===== src/rtl/ps2_pkg.sv =====
// Shared PS/2 definitions: transmitter states, filter length, default timing,
// host command bytes and device reply codes.
package ps2_pkg;

    localparam int unsigned FILTER_LEN         = 8;
    localparam int unsigned DEF_INHIBIT_CYCLES = 2500;
    localparam int unsigned DEF_START_TIMEOUT  = 375000;
    localparam int unsigned DEF_XFER_TIMEOUT   = 50000;
    localparam int unsigned FRAME_W            = 10;

    localparam logic [7:0] CMD_SET_LED = 8'hED;
    localparam logic [7:0] CMD_RESET   = 8'hFF;
    localparam logic [7:0] CMD_ENABLE  = 8'hF4;
    localparam logic [7:0] ACK         = 8'hFA;
    localparam logic [7:0] RESEND      = 8'hFE;

    typedef enum logic [3:0] {
        ST_IDLE,
        ST_INHIBIT,
        ST_RTS,
        ST_WAIT_FIRST,
        ST_SHIFT,
        ST_ACK,
        ST_WAIT_IDLE,
        ST_DONE,
        ST_ERR
    } ps2_tx_state_e;

    // Bits presented on device falls 1..10: d0..d7, odd parity, stop.
    function automatic logic [FRAME_W-1:0] tx_frame(input logic [7:0] d);
        return {1'b1, ~^d, d};
    endfunction

endpackage


===== src/rtl/ps2_line_filter.sv =====
// Debounce for one PS/2 line: the filtered value only changes after FILTER_LEN
// identical samples; fall_c flags a 1->0 transition of the filtered value.
module ps2_line_filter
    import ps2_pkg::*;
(
    input  logic clk25,
    input  logic clr,
    input  logic raw,
    output logic filt,
    output logic fall_c
);

    logic [FILTER_LEN-1:0] sh_q, sh_d;
    logic                  filt_q, filt_d;
    logic                  prev_q;

    always_comb begin
        sh_d   = {sh_q[FILTER_LEN-2:0], raw};
        filt_d = filt_q;
        if (&sh_q) begin
            filt_d = 1'b1;
        end else if (~|sh_q) begin
            filt_d = 1'b0;
        end
    end

    // Idle PS/2 lines are pulled high, so everything presets to 1.
    always_ff @(posedge clk25) begin
        if (clr) begin
            sh_q   <= '1;
            filt_q <= 1'b1;
            prev_q <= 1'b1;
        end else begin
            sh_q   <= sh_d;
            filt_q <= filt_d;
            prev_q <= filt_q;
        end
    end

    assign filt   = filt_q;
    assign fall_c = prev_q & ~filt_q;

endmodule


===== src/rtl/ps2_host_tx.sv =====
// PS/2 host-to-device command transmitter: clock inhibit, request-to-send,
// device-clocked shifting of data/parity/stop and acknowledge check.
module ps2_host_tx
    import ps2_pkg::*;
#(
    parameter int unsigned INHIBIT_CYCLES = DEF_INHIBIT_CYCLES,
    parameter int unsigned START_TIMEOUT  = DEF_START_TIMEOUT,
    parameter int unsigned XFER_TIMEOUT   = DEF_XFER_TIMEOUT
) (
    input  logic       clk25,
    input  logic       clr,
    input  logic [7:0] tx_data,
    input  logic       tx_start,
    output logic       tx_busy,
    output logic       tx_done,
    output logic       tx_err,
    input  logic       PS2C,
    input  logic       PS2D,
    output logic       ps2c_oe,
    output logic       ps2d_oe
);

    localparam int unsigned CNT_W = $clog2(INHIBIT_CYCLES + START_TIMEOUT + XFER_TIMEOUT + 1);

    ps2_tx_state_e      state_q, state_d;
    logic [CNT_W-1:0]   cnt_q, cnt_d;
    logic [3:0]         bitcnt_q, bitcnt_d;
    logic [FRAME_W-1:0] frame_q, frame_d;
    logic               ps2c_oe_q, ps2c_oe_d;
    logic               ps2d_oe_q, ps2d_oe_d;
    logic               tx_busy_q, tx_busy_d;
    logic               tx_done_q, tx_done_d;
    logic               tx_err_q, tx_err_d;

    logic c_filt, c_fall_c;
    logic d_filt, unused_d_fall_c;

    ps2_line_filter u_clk_filt (
        .clk25  (clk25),
        .clr    (clr),
        .raw    (PS2C),
        .filt   (c_filt),
        .fall_c (c_fall_c)
    );

    ps2_line_filter u_dat_filt (
        .clk25  (clk25),
        .clr    (clr),
        .raw    (PS2D),
        .filt   (d_filt),
        .fall_c (unused_d_fall_c)
    );

    always_comb begin
        state_d   = state_q;
        cnt_d     = cnt_q;
        bitcnt_d  = bitcnt_q;
        frame_d   = frame_q;
        ps2c_oe_d = ps2c_oe_q;
        ps2d_oe_d = ps2d_oe_q;

        case (state_q)
            ST_IDLE: begin
                if (tx_start) begin
                    frame_d   = tx_frame(tx_data);
                    bitcnt_d  = 4'd0;
                    cnt_d     = '0;
                    ps2c_oe_d = 1'b1;
                    state_d   = ST_INHIBIT;
                end
            end
            ST_INHIBIT: begin
                if (cnt_q == CNT_W'(INHIBIT_CYCLES - 1)) begin
                    ps2d_oe_d = 1'b1;
                    cnt_d     = '0;
                    state_d   = ST_RTS;
                end else begin
                    cnt_d = cnt_q + CNT_W'(1);
                end
            end
            ST_RTS: begin
                ps2c_oe_d = 1'b0;
                state_d   = ST_WAIT_FIRST;
            end
            ST_WAIT_FIRST: begin
                // The first device fall already shifts out d0.
                if (c_fall_c) begin
                    ps2d_oe_d = ~frame_q[0];
                    bitcnt_d  = 4'd1;
                    cnt_d     = '0;
                    state_d   = ST_SHIFT;
                end else if (cnt_q == CNT_W'(START_TIMEOUT - 1)) begin
                    state_d = ST_ERR;
                end else begin
                    cnt_d = cnt_q + CNT_W'(1);
                end
            end
            ST_SHIFT: begin
                if (c_fall_c) begin
                    ps2d_oe_d = ~frame_q[bitcnt_q];
                    bitcnt_d  = bitcnt_q + 4'd1;
                    if (bitcnt_q == 4'd9) begin
                        state_d = ST_ACK;
                    end
                end
            end
            ST_ACK: begin
                if (c_fall_c) begin
                    bitcnt_d = bitcnt_q + 4'd1;
                    state_d  = d_filt ? ST_ERR : ST_WAIT_IDLE;
                end
            end
            ST_WAIT_IDLE: begin
                if (c_filt && d_filt) begin
                    state_d = ST_DONE;
                end
            end
            ST_DONE, ST_ERR: begin
                state_d = ST_IDLE;
            end
            default: begin
                state_d = ST_IDLE;
            end
        endcase

        // One budget covers the whole device-clocked part of the transfer.
        if (state_q == ST_SHIFT || state_q == ST_ACK || state_q == ST_WAIT_IDLE) begin
            if (cnt_q == CNT_W'(XFER_TIMEOUT - 1)) begin
                state_d = ST_ERR;
            end else begin
                cnt_d = cnt_q + CNT_W'(1);
            end
        end

        if (state_d == ST_IDLE || state_d == ST_DONE || state_d == ST_ERR) begin
            ps2c_oe_d = 1'b0;
            ps2d_oe_d = 1'b0;
        end

        tx_busy_d = (state_d != ST_IDLE);
        tx_done_d = (state_d == ST_DONE);
        tx_err_d  = (state_d == ST_ERR);
    end

    always_ff @(posedge clk25) begin
        if (clr) begin
            state_q   <= ST_IDLE;
            cnt_q     <= '0;
            bitcnt_q  <= 4'd0;
            frame_q   <= '0;
            ps2c_oe_q <= 1'b0;
            ps2d_oe_q <= 1'b0;
            tx_busy_q <= 1'b0;
            tx_done_q <= 1'b0;
            tx_err_q  <= 1'b0;
        end else begin
            state_q   <= state_d;
            cnt_q     <= cnt_d;
            bitcnt_q  <= bitcnt_d;
            frame_q   <= frame_d;
            ps2c_oe_q <= ps2c_oe_d;
            ps2d_oe_q <= ps2d_oe_d;
            tx_busy_q <= tx_busy_d;
            tx_done_q <= tx_done_d;
            tx_err_q  <= tx_err_d;
        end
    end

    assign tx_busy = tx_busy_q;
    assign tx_done = tx_done_q;
    assign tx_err  = tx_err_q;
    assign ps2c_oe = ps2c_oe_q;
    assign ps2d_oe = ps2d_oe_q;

endmodule


===== config.mk =====
export PLATFORM = sky130hd
export DESIGN_NAME = ps2_host_tx
export DESIGN_NICKNAME = d
export VERILOG_FILES = /design/src/rtl/ps2_pkg.sv /design/src/rtl/ps2_line_filter.sv /design/src/rtl/ps2_host_tx.sv
export SDC_FILE = /design/constraint.sdc
export NUM_CORES = 1
export LEC_CHECK = 0
export BUFFER_PORTS_ARGS = -buffer_cell sky130_fd_sc_hd__buf_4
export CAP_MARGIN = 25
export CORE_AREA = 2 2 86 108
export CTS_CLUSTER_SIZE = 12
export DETAILED_ROUTE_END_ITERATION = 16
export DIE_AREA = 0 0 88 110
export PLACE_DENSITY_LB_ADDON = 0.12
export SLEW_MARGIN = 20
export SYNTH_ARGS = -nofsm -noshare
export SYNTH_HDL_FRONTEND = slang
export SYNTH_HIERARCHICAL = 1
export SYNTH_SLANG_ARGS = --single-unit

===== constraint.sdc =====
create_clock -name clk25 -period 5.6 [get_ports clk25]
set_input_delay 0.84 -clock clk25 [delete_from_list [all_inputs] [get_ports clk25]]
set_output_delay 0.84 -clock clk25 [all_outputs]
set_load 0.02 [all_outputs]

Word-level counts from Yosys, hierarchy flattened
Cells that the tools add are included.
{ "word_totals": {"ff_bits": 61, "wordCells": 93} }
{ "classes": {"add_sub_neg": 2, "order_cmp": 1, "eq_ne": 17, "n_mux": 31, "bitwise": 4, "n_reduce_logical": 24} }
{ "ops": {"columns": ["op", "n"], "rows": [
  ["$mux W19", 6],
  ["$pmux W19 S3", 1],
  ["$mux W4", 14],
  ["$pmux W4 S7", 1],
  ["$add A19 B1 Y19 const B", 1],
  ["$eq A19 B12 Y1 const B", 1],
  ["$eq A19 B16 Y1 const B", 1],
  ["$eq A19 B19 Y1 const B", 1],
  ["$eq A4 B3 Y1 const B", 4],
  ["$reduce_and A8 Y1", 2],
  ["$reduce_or A8 Y1", 2],
  ["$pmux W4 S3", 1],
  ["$eq A4 B2 Y1 const B", 2],
  ["$eq A4 B4 Y1 const B", 2],
  ["$logic_not A4 Y1", 2],
  ["$ne A2 B2 Y1 const B", 4],
  ["$reduce_and A4 Y1", 2],
  ["$reduce_or A2 Y1", 4],
  ["$reduce_xnor A8 Y1", 1],
  ["$reduce_bool A3 Y1", 2],
  ["$lt A4 B5 Y1 const B", 1],
  ["$mux W1", 5],
  ["$add A4 B1 Y4 const B", 1],
  ["$bmux W1 S4", 1],
  ["11 further kinds", 17]
]} }

Longest topological paths before layout
{ "logic_depth": {"word_depth": 10, "ltp_mapped": 9} }

By module
The synthesis kept the hierarchy.
{ "by_module_without_submodules": {"columns": ["module", "instances", "cells_per_inst", "area_each_um2"], "rows": [
  ["ps2_host_tx", 1, 330, 2730.1],
  ["ps2_line_filter", 2, 27, 316.6]
]} }

Worst setup path before layout
OpenSTA, ideal clock, no wires.
{ "synth_path": {"kind": "in2reg", "from": "input tx_start", "to": "register bitcnt_q[3]", "setup_time_ns": 0.071, "arrival_ns": 2.141, "t_required_ns": 5.529, "setup_slack_ns": 3.388, "stages": 5, "n_path_buf": 0, "path_cell_list": "or3b_1 a21o_1 a21o_1 or4_1 a21oi_1"} }
{ "synth_via": {"elab_chain_len": 2} }
{ "synth_rtl": {"columns": ["item", "line", "rtl"], "rows": [
  ["start, declared", "ps2_host_tx.sv:13", "input logic tx_start,"],
  ["$ne A2 B2 Y1 (no line)", null, null],
  ["$reduce_and A4 Y1 (no line)", null, null],
  ["end signal, assigned", "ps2_host_tx.sv:159", "bitcnt_q <= bitcnt_d;"],
  ["end, declared", "ps2_host_tx.sv:27", "logic [3:0] bitcnt_q, bitcnt_d;"]
]} }
No other way between the ends.
A chain may end at the register's enable or synchronous reset.

Final worst setup path
{ "layout_path": {"from": "register state_q[2]", "to": "register cnt_q[17]"} }
{ "layout_via": {"elab_chain_len": 4, "elab_cells_between_ends": 11, "classes_between": "5 x eq/ne; 3 x mux; 3 x reduce/logical"} }
{ "layout_rtl": {"columns": ["item", "line", "rtl"], "rows": [
  ["start, declared", "ps2_host_tx.sv:25", "ps2_tx_state_e state_q, state_d;"],
  ["start signal, assigned", "ps2_host_tx.sv:157", "state_q <= state_d;"],
  ["$eq A4 B2 Y1 (tied with other cells)", "ps2_host_tx.sv:62", "case (state_q)"],
  ["$pmux W19 S3 or $logic_or A1 B1 Y1 (tied branches)", "ps2_host_tx.sv:62, ps2_host_tx.sv:127", null],
  ["$mux W19 or $logic_or A1 B1 Y1 (tied branches)", "ps2_host_tx.sv:128, ps2_host_tx.sv:127", null],
  ["$mux W19 (*)", "ps2_host_tx.sv:127", "if (state_q == ST_SHIFT || state_q == ST_ACK || state_q == ST_WAIT_IDLE) begin"],
  ["end signal, assigned", "ps2_host_tx.sv:158", "cnt_q <= cnt_d;"],
  ["end, declared", "ps2_host_tx.sv:26", "logic [CNT_W-1:0] cnt_q, cnt_d;"]
]} }
Mark *: on every way between the ends. The rest lies on a longest branch, timed or not.

==> flow_summary.json <==
{
  "grt_pass1_wl_mm": 13.4,
  "grt_use_total_pct": 18.0,
  "max_slew_margin_pct": 33.8,
  "fmax_mhz": 368,
  "rows": 38,
  "start_kind": "register",
  "htree_levels": 3,
  "finalHoldViolations": 0,
  "critPathCaptureType": "register",
  "antenna_found_initial": 0,
  "tns_ps": 0,
  "layout_common_cells": "dfxtp_1 (61), nor2_1 (33), nand2_1 (23)",
  "utilization_pct": 43.5,
  "vias_per_cell": 5.51,
  "drv_slew": 0,
  "ioPinCount": 18,
  "cts_buffer_depth": 2,
  "ir_worst_vdd_uv": 127,
  "syn_nets": 397,
  "dieArea_um2": 9680,
  "power_density_nw_per_um2": 260,
  "vias": 2848,
  "finalClockSkew_ps": 6.90,
  "clkLatencyLatePin_ps": 350,
  "nFillCells": 883,
  "layout_commonest_cell": "dfxtp_1",
  "reg2regPathDepth": 5,
  "fin_cells": 517,
  "cts-resized-gates": 0,
  "area_growth_pct": 12.5,
  "period_share_pct": 48.5,
  "wl_per_cell_um": 15.5,
  "drtIter0Drc": 120,
  "yosys_warnings": 6,
  "place.gp.congestion": 0.814,
  "finalSetupViolations": 0,
  "ctsHoldBuffers": 0,
  "fp.coreArea_um2": 8610,
  "power_leakage_nw": 1.28,
  "start_util_pct": 38.7,
  "grt_max_degree": 44,
  "outcome": "finished, final reports clean",
  "hpwl_mm": 5.70,
  "first_pass_iters": 4,
  "cts_tree": "yes",
  "path_max_fanout": 22,
  "grt_pass1_vias": 2790,
  "grt_overflow_total": 0,
  "nets": 408,
  "period_minus_slack_ps": 2720,
  "drive_above_1_share_pct": 16.9,
  "drv_cap": 0,
  "p_total_uw": 974,
  "numPortBuffers": 17,
  "clk_pin_slew_ps": 70,
  "netlist_area_um2": 3330,
  "routed_wl_mm": 8.04,
  "cts_inserted_buffers": 9,
  "holdPathStages": 2,
  "avgSynthCellArea_um2": 8.74,
  "post-route-drc-count": 0,
  "crit_arrival_ps": 2960,
  "clockRootBuffer": "clkbuf_8",
  "die_x_um": 88,
  "cts_setup_buffers": 0,
  "fin_hold_ws_ps": 456,
  "synthCells": 381,
  "worstHoldPathType": "register to register",
  "rsz0062_at_grt": "no",
  "critPathRequiredTime_ps": 5840,
  "antenna_left": 0,
  "place_inst": 501,
  "worstMarginPinSlew_ps": 990,
  "die_h_um": 110,
  "r2r_slack_ps": 2880,
  "cts_sinks": 61,
  "path_class": "register to register",
  "diodes": 0
}
## area by class of cell
| type | instances | area (µm²) | area share, % |
|---|---|---|---|
| sequential | 61 | 1220 | 32.6 |
| inverter | 21 | 78.8 | 2.10 |
| clock inverter | 7 | 98.8 | 2.64 |
| clock buffer | 9 | 124 | 3.31 |
| tap | 120 | 150 | 4.01 |
| multi-input combinational | 282 | 1950 | 52.0 |
| timing repair buffer | 17 | 128 | 3.41 |
## power breakdown
group | switching [mW] | leakage [nW] | internal (mW)
Combinational | 0.0436 | 0.674 | 0.0337
Clock | 0.191 | 0.110 | 0.252
Sequential | 0.00920 | 0.496 | 0.444
## sequential cells by signal (all words and copies together), names as in the netlist
| signal | flops |
|---|---|
| u_clk_filt/prev_q | 1 |
| u_clk_filt/filt | 1 |
| tx_done | 1 |
| bitcnt_q | 4 |
| u_dat_filt/sh_q | 8 |
| tx_busy | 1 |
| ps2d_oe | 1 |
| state_q | 4 |
| cnt_q | 19 |
| ps2c_oe | 1 |
| frame_q | 10 |
| u_clk_filt/sh_q | 8 |
| u_dat_filt/filt | 1 |
| tx_err | 1 |
## worst paths after layout
| path | end | start |
|---|---|---|
| worst max-delay path | cnt_q[17] | state_q[2] |
| worst min-delay path | frame_q[9] | frame_q[9] |
| worst max register to register | cnt_q[17] | state_q[2] |
| worst min register to register | frame_q[9] | frame_q[9] |
## worst max-delay path, cell delays in order, from the launching register on
cell	delay [ps]
dfxtp_1	680
nor2b_1	230
and2_0	320
o31a_1	740
o31ai_1	220
a2111oi_2	400
## stage by stage
stage          setup WS [ps]  cell area [µm²]
3_5_place_dp            2900             3520
5_1_grt                 2660             3750
4_1_cts                 2860             3750
2_1_floorplan           3390             3330
6_report                2880             3750
3_3_place_gp            3020             3520
## routing by layer
metal | vias to the layer above | part of all wire [%] | GRT usage [%]
met3 | 17 | 3.6 | 4.54
met2 | 50 | 49 | 30.2
li1 | 1447 | - | -
met1 | 1334 | 45 | 21.1
met4 | 0 | 2.5 | 8.90
met5 | - | 0 | 0
Power figures use the tool's default switching activity.
